<file path="config.mk">
export PLATFORM = sky130hd
export DESIGN_NAME = aqalu_op_sequencer
export DESIGN_NICKNAME = d
export VERILOG_FILES = /design/src/rtl/aqalu_pkg.sv /design/src/rtl/aqalu_tick_div.sv /design/src/rtl/aqalu_op_sequencer.sv
export SDC_FILE = /design/constraint.sdc
export NUM_CORES = 1
export LEC_CHECK = 0
export ABC_AREA = 1
export BUFFER_PORTS_ARGS = -buffer_cell sky130_fd_sc_hd__buf_4
export CAP_MARGIN = 30
export CORE_ASPECT_RATIO = 2
export CORE_MARGIN = 2
export CORE_UTILIZATION = 29
export CTS_CLUSTER_SIZE = 28
export DETAILED_ROUTE_END_ITERATION = 12
export HOLD_SLACK_MARGIN = 0.03
export SLEW_MARGIN = 15
export SYNTH_ARGS = -nofsm -noshare
export SYNTH_HDL_FRONTEND = slang
export SYNTH_HIERARCHICAL = 1
export SYNTH_SLANG_ARGS = --single-unit
export TNS_END_PERCENT = 30
</file>
<file path="constraint.sdc">
create_clock -name clock -period 1.58 [get_ports clock]
set_input_delay 0.158 -clock clock [delete_from_list [all_inputs] [get_ports clock]]
set_output_delay 0.158 -clock clock [all_outputs]
set_load 0.05 [all_outputs]
</file>
<file path="src/rtl/aqalu_pkg.sv">
// Shared definitions for the 2-bit ALU op sequencer: opcodes, entry layout, FSM states.
package aqalu_pkg;

  localparam logic [3:0] OP_AND  = 4'd0;
  localparam logic [3:0] OP_ADD  = 4'd7;
  localparam logic [3:0] OP_MUL  = 4'd9;
  localparam logic [3:0] OP_CMP  = 4'd10;
  localparam logic [3:0] OP_RSUM = 4'd15;

  localparam int ENTRY_OP_LSB = 4;
  localparam int ENTRY_A_LSB  = 2;
  localparam int ENTRY_B_LSB  = 0;

  // One program step: {opcode[7:4], A[3:2], B[1:0]}
  typedef struct packed {
    logic [3:0] opcode;
    logic [1:0] a;
    logic [1:0] b;
  } entry_t;

  typedef enum logic [2:0] {
    S_IDLE      = 3'd0,
    S_ISSUE     = 3'd1,
    S_SETTLE    = 3'd2,
    S_CAPTURE   = 3'd3,
    S_WAIT_TICK = 3'd4,
    S_FINISH    = 3'd5
  } seq_state_t;

endpackage

</file>
<file path="src/rtl/aqalu_tick_div.sv">
// Interval counter: counts up from zero while enabled, flags the terminal count.
module aqalu_tick_div #(
  parameter int WIDTH = 8
) (
  input  logic             clock,
  input  logic             reset,
  input  logic             clear,
  input  logic             enable,
  input  logic [WIDTH-1:0] last,
  output logic             tc
);

  logic [WIDTH-1:0] count;

  // Count register; clear restarts the interval at zero.
  always_ff @(posedge clock) begin
    if (reset || clear) begin
      count <= '0;
    end else if (enable) begin
      count <= count + WIDTH'(1);
    end
  end

  assign tc = (count == last);

endmodule

</file>
<file path="src/rtl/aqalu_op_sequencer.sv">
// Steps through a small {opcode, A, B} program, drives the ALU, and reports each result.
//
// state     | meaning
// ----------+------------------------------------------------
// IDLE      | waiting; program writes and start accepted here
// ISSUE     | load ALU inputs from mem[idx]
// SETTLE    | hold ALU inputs for SETTLE_CYCLES
// CAPTURE   | register ALU output and step index
// WAIT_TICK | pacing gap of TICK_DIV cycles before next step
// FINISH    | run complete; done strobes next cycle
module aqalu_op_sequencer
  import aqalu_pkg::*;
#(
  parameter int TICK_DIV      = 50_000_000,
  parameter int SETTLE_CYCLES = 2,
  parameter int ADDR_W        = 4
) (
  input  logic              clock,
  input  logic              reset,
  input  logic              prog_we,
  input  logic [ADDR_W-1:0] prog_addr,
  input  logic [7:0]        prog_data,
  input  logic [ADDR_W:0]   run_len,
  input  logic              start,
  input  logic              abort,
  output logic [3:0]        alu_opcode,
  output logic [1:0]        alu_a,
  output logic [1:0]        alu_b,
  input  logic [7:0]        alu_result,
  output logic              result_valid,
  output logic [7:0]        result_data,
  output logic [ADDR_W-1:0] result_index,
  output logic              busy,
  output logic              done
);

  localparam int DEPTH    = 2 ** ADDR_W;
  localparam int TICK_W   = (TICK_DIV > 1) ? $clog2(TICK_DIV) : 1;
  localparam int SETTLE_W = (SETTLE_CYCLES > 1) ? $clog2(SETTLE_CYCLES) : 1;

  seq_state_t        state, next_state;
  entry_t            mem [DEPTH];
  logic [ADDR_W-1:0] idx;
  logic [ADDR_W:0]   len_q;
  logic [ADDR_W:0]   len_eff;
  logic              last_step;
  logic              settle_tc, tick_tc;
  logic              settle_clear, settle_en, tick_clear, tick_en;

  // Oversized run lengths are limited to the program depth so idx never wraps.
  assign len_eff   = (run_len > (ADDR_W+1)'(DEPTH)) ? (ADDR_W+1)'(DEPTH) : run_len;
  assign last_step = ({1'b0, idx} == (len_q - (ADDR_W+1)'(1)));

  assign settle_clear = (state == S_ISSUE);
  assign settle_en    = (state == S_SETTLE);
  assign tick_clear   = (state == S_CAPTURE);
  assign tick_en      = (state == S_WAIT_TICK);

  aqalu_tick_div #(.WIDTH(SETTLE_W)) u_settle (
    .clock  (clock),
    .reset  (reset),
    .clear  (settle_clear),
    .enable (settle_en),
    .last   (SETTLE_W'(SETTLE_CYCLES - 1)),
    .tc     (settle_tc)
  );

  aqalu_tick_div #(.WIDTH(TICK_W)) u_tick (
    .clock  (clock),
    .reset  (reset),
    .clear  (tick_clear),
    .enable (tick_en),
    .last   (TICK_W'(TICK_DIV - 1)),
    .tc     (tick_tc)
  );

  // Program memory is deliberately not reset so a board reset keeps the loaded program.
  always_ff @(posedge clock) begin
    if (!reset && state == S_IDLE && prog_we) begin
      mem[prog_addr] <= entry_t'(prog_data);
    end
  end

  // Next-state selection; abort overrides every transition.
  always_comb begin
    next_state = state;
    case (state)
      S_IDLE:      if (start) next_state = (run_len == '0) ? S_FINISH : S_ISSUE;
      S_ISSUE:     next_state = S_SETTLE;
      S_SETTLE:    if (settle_tc) next_state = S_CAPTURE;
      S_CAPTURE:   next_state = last_step ? S_FINISH : S_WAIT_TICK;
      S_WAIT_TICK: if (tick_tc) next_state = S_ISSUE;
      S_FINISH:    next_state = S_IDLE;
      default:     next_state = S_IDLE;
    endcase
    if (abort) next_state = S_IDLE;
  end

  // State register plus all registered outputs and run bookkeeping.
  always_ff @(posedge clock) begin
    if (reset) begin
      state        <= S_IDLE;
      idx          <= '0;
      len_q        <= '0;
      alu_opcode   <= '0;
      alu_a        <= '0;
      alu_b        <= '0;
      result_valid <= 1'b0;
      result_data  <= '0;
      result_index <= '0;
      busy         <= 1'b0;
      done         <= 1'b0;
    end else begin
      state        <= next_state;
      busy         <= (next_state != S_IDLE);
      result_valid <= (state == S_CAPTURE);
      done         <= (state == S_FINISH) && !abort;
      case (state)
        S_IDLE: begin
          if (start && !abort && run_len != '0) begin
            len_q <= len_eff;
            idx   <= '0;
          end
        end
        S_ISSUE: begin
          if (!abort) begin
            alu_opcode <= mem[idx].opcode;
            alu_a      <= mem[idx].a;
            alu_b      <= mem[idx].b;
          end
        end
        S_CAPTURE: begin
          result_data  <= alu_result;
          result_index <= idx;
        end
        S_WAIT_TICK: begin
          if (tick_tc && !abort) idx <= idx + ADDR_W'(1);
        end
        default: ;
      endcase
    end
  end

endmodule
</file>
### Word level (Yosys, flattened, before mapping)

Memory sizes are Yosys's and may differ from the RTL's. A register that Yosys moved wholly into a read port is not among the register bits.
Index checks and enable logic that the tools add are counted.

* memories kept: 1
* word-level logic and storage cells: 57
* input bits: 30
* register bits after elaboration: 54
* ROM bits: 0
* bits in latches: 0
* RAM bits: 128

Memories
* mem: depth 16, width 8, rd ports 1, clocked after memory_dff 1, write ports 1, line aqalu_op_sequencer.sv:42 `entry_t mem [DEPTH];`

* multiply operators: 0
* shifts and indexed selects: 0
* bitwise gates (word level): 1
* divide/modulo/power cells: 0
* reductions and logical operators: 18
* muxes and demuxes: 13
* order comparisons: 1
* eq/ne operators: 9
* add/sub/neg operators: 4

Operators by type and width (count)
* adder 26 x 1 -> 26 bit, second input constant: 1
* == test 26 bit, second input constant: 1
* 2-to-1 mux 3 bit: 5
* case mux 3 bit (5 select lines): 1
* 2-to-1 mux 4 bit: 2
* case mux 4 bit (2 select lines): 1
* == test 3 x 2 -> 1 bit, second input constant: 2
* == test 3 bit, second input constant: 2
* logical AND 1 bit: 6
* == test 4 x 5 -> 1 bit: 1
* > comparator 5 bit, second input constant: 1
* zero test 5 bit: 1
* 2-to-1 mux 5 bit: 1
* nonzero test 5 bit: 1
* subtractor 5 x 1 -> 5 bit, second input constant: 1
* adder 4 x 1 -> 4 bit, second input constant: 1
* != test 2 x 1 -> 1 bit, second input constant: 2
* AND reduction 2 bit: 2
* == test 3 x 1 -> 1 bit, second input constant: 1
* zero test 3 bit: 1
* 2-to-1 mux 1 bit: 3
* AND reduction 3 bit: 1
* nonzero test 3 bit: 1
* zero test 1 bit: 2
* other kinds (4): 5

### Longest topological paths before layout

* depth after elaboration: 6
* gate-level depth with buffers: 14
* mapped depth without buffers: 14

### Hierarchy

The synthesis kept the hierarchy.

By module, submodules not included
* aqalu_op_sequencer: cells each 753, area an instance 7108.1 sq um, times used 1
* aqalu_tick_div (u_tick): cells each 278, area an instance 1779.2 sq um, times used 1
* aqalu_tick_div (u_settle): cells each 7, area an instance 47.5 sq um, times used 1

### Least setup slack after synthesis

Ideal clock, no wire load.

* path kind: register to register
* from: register state[1]
* to: memory mem[0][0] (netlist bit) (enable)
* arrival time: 1.255 ns
* period minus slack after synthesis: 1.625 ns
* stages on the path, launching flop included: 6
* library setup time: 0.370 ns
* setup slack: -0.045 ns
* path through: dfxtp_1 -> nor2_4 -> nand2_1 -> nor2_1 -> nand3_1 -> nor2_1

* longest elaborated chain between the ends: 5

RTL lines
* from (decl): line aqalu_op_sequencer.sv:41 `seq_state_t state, next_state;`
* from (signal assigned): line aqalu_op_sequencer.sv:114 `state <= next_state;`
* zero test 3 bit: line aqalu_op_sequencer.sv:79 `if (!reset && state == S_IDLE && prog_we) begin`
* logical AND 1 bit (2 in a row): line aqalu_op_sequencer.sv:79
* 2-to-1 mux 1 bit: line aqalu_op_sequencer.sv:79
* 2-to-1 mux 1 bit (not written as such): line aqalu_op_sequencer.sv:80 `mem[prog_addr] <= entry_t'(prog_data);`
* to (decl): line aqalu_op_sequencer.sv:42

No other way between the ends.

### Worst setup path in the final report

* from: register state[1]
* to: memory mem[1][2] (netlist bit) (enable)

The elaborated chain is that of the path after synthesis.

==> reports/metrics.yaml <==
fin_area_um2: 11300
io_buffer_count: 52
grt_util_all_layers_pct: 14.2
ir_drop_v: 0.000622
worst_ep_required_time_ps: 1750
grt_max_degree: 39
dp_hpwl_um: 16100
setup_viol: 4
reg2reg_to: "mem[1][2]"
whs_path_depth: 1
arrival_ps: 1760
syn_inst: 1038
nets: 1231
reg2reg_from: "state[1]"
hold_path.startpoint: "prog_data[0]"
fp-row-count: 90
grt_pass1_wl_um: 35000
dr.pass1.iters: 5
skew_ps: 8.72
reg2reg_setup_slack_ps: -10
critical_path.max_stage_delay_ps: 340
cp-start-kind: "register"
antenna_found_initial: 0
finalHoldViolCount: 0
root_buffer: "clkbuf_16"
rr_worst_depth: 7
startpoint: "state[1]"
die_area_um2: 32300
rsz0062_at_grt: "yes"
fin_crit_sh_pct: 101
wl_um: 22300
crit_family: "simple AND/OR/NAND/NOR gates"
path_class: "register to register"
synthTopCellsByArea: "edfxtp_1, dfxtp_1, nand2_1"
numClockSinks: 190
drt_iter0_markers: 406
syn_area_um2: 8930
ioPinCount: 53
hp-class: "input port to register"
vias: 6989
crit_slowest_cell: "dfxtp_1"
coreArea_um2: 30300
wire_per_inst_um: 14.1
num-fill-cells: 3008
violations: "negative setup slack"
yosysWarningCount: 6
dpl-instance-area_um2: 10300
cts_tree: "built"
crit_chain: "nor2_4, nand2_1, nor2_1, buf_4, nand3_2, nor2_2, buf_4"
start_util_pct: 29.5
ys_seq_area_share_pct: 56.9
p_per_area_nw_per_um2: 949
clock_path_buffers: 2
cts_buffers: 17
first_global_vias: 6835
diodes: 0
drv_cap: 0
avgSynthCellArea_um2: 8.61
drtAntennaViolNets: 0
p_leak_nw: 4.92
overflow: 0
crit_fanout: 4
slew_violations: 0
fp.dieW_um: 128
ys_types: 33
synth_top_area_share_pct: 43.0
min_period_ps: 1590
setup_ws_ps: -11.2
crit_path_end_kind: "register"
viasPerCell: 4.43
layout-drive-gt1-share_pct: 19.9
clk-insertion-delay-late_ps: 450
timing.fmax_mhz: 628
htree_levels: 4
cp.buffers_inverters: 2
yosysTopAreaCell: "edfxtp_1"
ys_ff_latch: 190
globalplace.congestion: 0.877
outcome: "finished with violations"
die_h_um: 252
holdPathEnd: "mem[14][0]"
syn_to_final_growth_pct: 26.4
clk_pin_slew_ps: 80
pre_cts_ws_ps: -81.8
drc_errors: 0
cpMostUsedCell: "buf_4"
worst max path at each step:
stage,slack [ps],end,depth (start not counted)
after CTS,-6,mem[3][2],7
after detailed placement,-80,mem[1][2],7
after global routing,-90,idx[1],13
final,-10,mem[1][2],7
after global placement,-90,mem[1][2],7
after floorplan,-40,mem[0][0],5
per-stage QoR:
| stage | TNS (ps) | util [%] | hold slack, ps | total power, mW | std cells |
|---|---|---|---|---|---|
| after global placement | -840 | 34.1 | 413 | 6.26 | 1528 |
| after global routing | -3820 | 37.3 | 43.5 | 11.1 | 1579 |
| after CTS | -27.5 | 36.8 | 39.8 | 10.8 | 1576 |
| final | -41.5 | 37.3 | 58.4 | 10.7 | 1579 |
| after floorplan | -5740 | - | 257 | 5.97 | 1068 |
| after detailed placement | -1010 | 34.1 | 419 | 6.26 | 1528 |
layout make-up:
class	count	area, um^2	area share, %
clock buffer	17	425	3.77
clock inverter	15	204	1.81
inverter	137	514	4.55
multi-input combinational	705	3330	29.5
sequential	190	5100	45.1
tap	368	460	4.08
timing repair buffer	147	1260	11.2
worst register-to-register path: stages, from the launching register on:
cell,delay [ps]
dfxtp_1,340
nor2_4,130
nand2_1,60
nor2_1,100
buf_4,170
nand3_2,130
nor2_2,210
buf_4,180
cells in the final DEF, fill, tap and decap left out, types with 9 or more instances in the layout:
master and n:
buf_6 11, nand2_1 302, nor2_2 17, dlygate4sd3_1 16
a21oi_1 29, inv_1 126, clkbuf_16 17, inv_2 9
nand4_1 9, edfxtp_1 128, o21ai_0 27, nand2_2 12
conb_1 32, dfxtp_1 51, dfxtp_2 11, nor2_1 100
xnor2_1 14, buf_4 114, nor2_4 12, nand3_1 108
layer usage:
| layer | vias up | track usage (%) | routed length, um |
|---|---|---|---|
| li1 | 3604 | - | - |
| met1 | 3236 | 13.8 | 8390 |
| met2 | 118 | 28.2 | 12700 |
| met3 | 31 | 3.20 | 692 |
| met4 | 0 | 5.34 | 515 |
| met5 | - | 0 | 0 |
registers in the layout (all words and copies together) (netlist names):
| name | count |
|---|---|
| busy | 1 |
| result_index | 4 |
| done | 1 |
| alu_opcode | 4 |
| alu_b | 2 |
| result_data | 8 |
| u_settle/count | 1 |
| u_tick/count | 26 |
| idx | 4 |
| mem | 128 |
| result_valid | 1 |
| state | 3 |
| len_q | 5 |
| alu_a | 2 |
cell usage after synthesis:
| master | n |
|---|---|
| nand3_1 | 113 |
| dfxtp_1 | 62 |
| clkinv_1 | 2 |
| nand2_4 | 1 |
| nand3_2 | 2 |
| o211ai_1 | 1 |
| buf_6 | 8 |
| nor3_1 | 4 |
| nor2_1 | 112 |
| nand2_1 | 306 |
| buf_4 | 4 |
| o21ai_0 | 29 |
| nor2_4 | 9 |
| a21oi_1 | 30 |
| xnor2_1 | 14 |
| xor2_1 | 8 |
| inv_1 | 127 |
| nand3_4 | 1 |
| nor2_8 | 1 |
| conb_1 | 2 |
| clkbuf_1 | 7 |
| a21oi_2 | 1 |
| or2_2 | 1 |
| nand2_2 | 10 |
| o21ai_1 | 7 |
| buf_2 | 15 |
| o21a_1 | 3 |
| ha_1 | 3 |
| nor2_2 | 8 |
| edfxtp_1 | 128 |
| nand4_1 | 9 |
| inv_2 | 8 |
| buf_1 | 2 |
timing repair:
item / CTS / global route
hold endpoints to repair: 50 / 0
setup buffers: 0 / 3
pin swaps: 2 / 14
resized for setup: 9 / 46
setup endpoints to repair: 27 / 145
hold buffers: 16 / 0
cells by family after synthesis:
kind of cell	count (synthesis)	share of synthesized area (%)
AOI/OAI and AO/OA	71	4.13
buffers and inverters	173	8.32
and+or+nand+nor	577	28.0
other	2	0.0841
adders and majority gates	3	0.420
DFF	190	56.9
xor gates and xnor gates	22	2.16
where the power goes:
| part | switching (mW) | leakage, nW | internal [mW] |
|---|---|---|---|
| Sequential | 0.0273 | 1.66 | 5.34 |
| Combinational | 0.520 | 2.95 | 0.313 |
| Clock | 2.19 | 0.309 | 2.33 |
No activity file was read; power rests on OpenSTA's default activity.
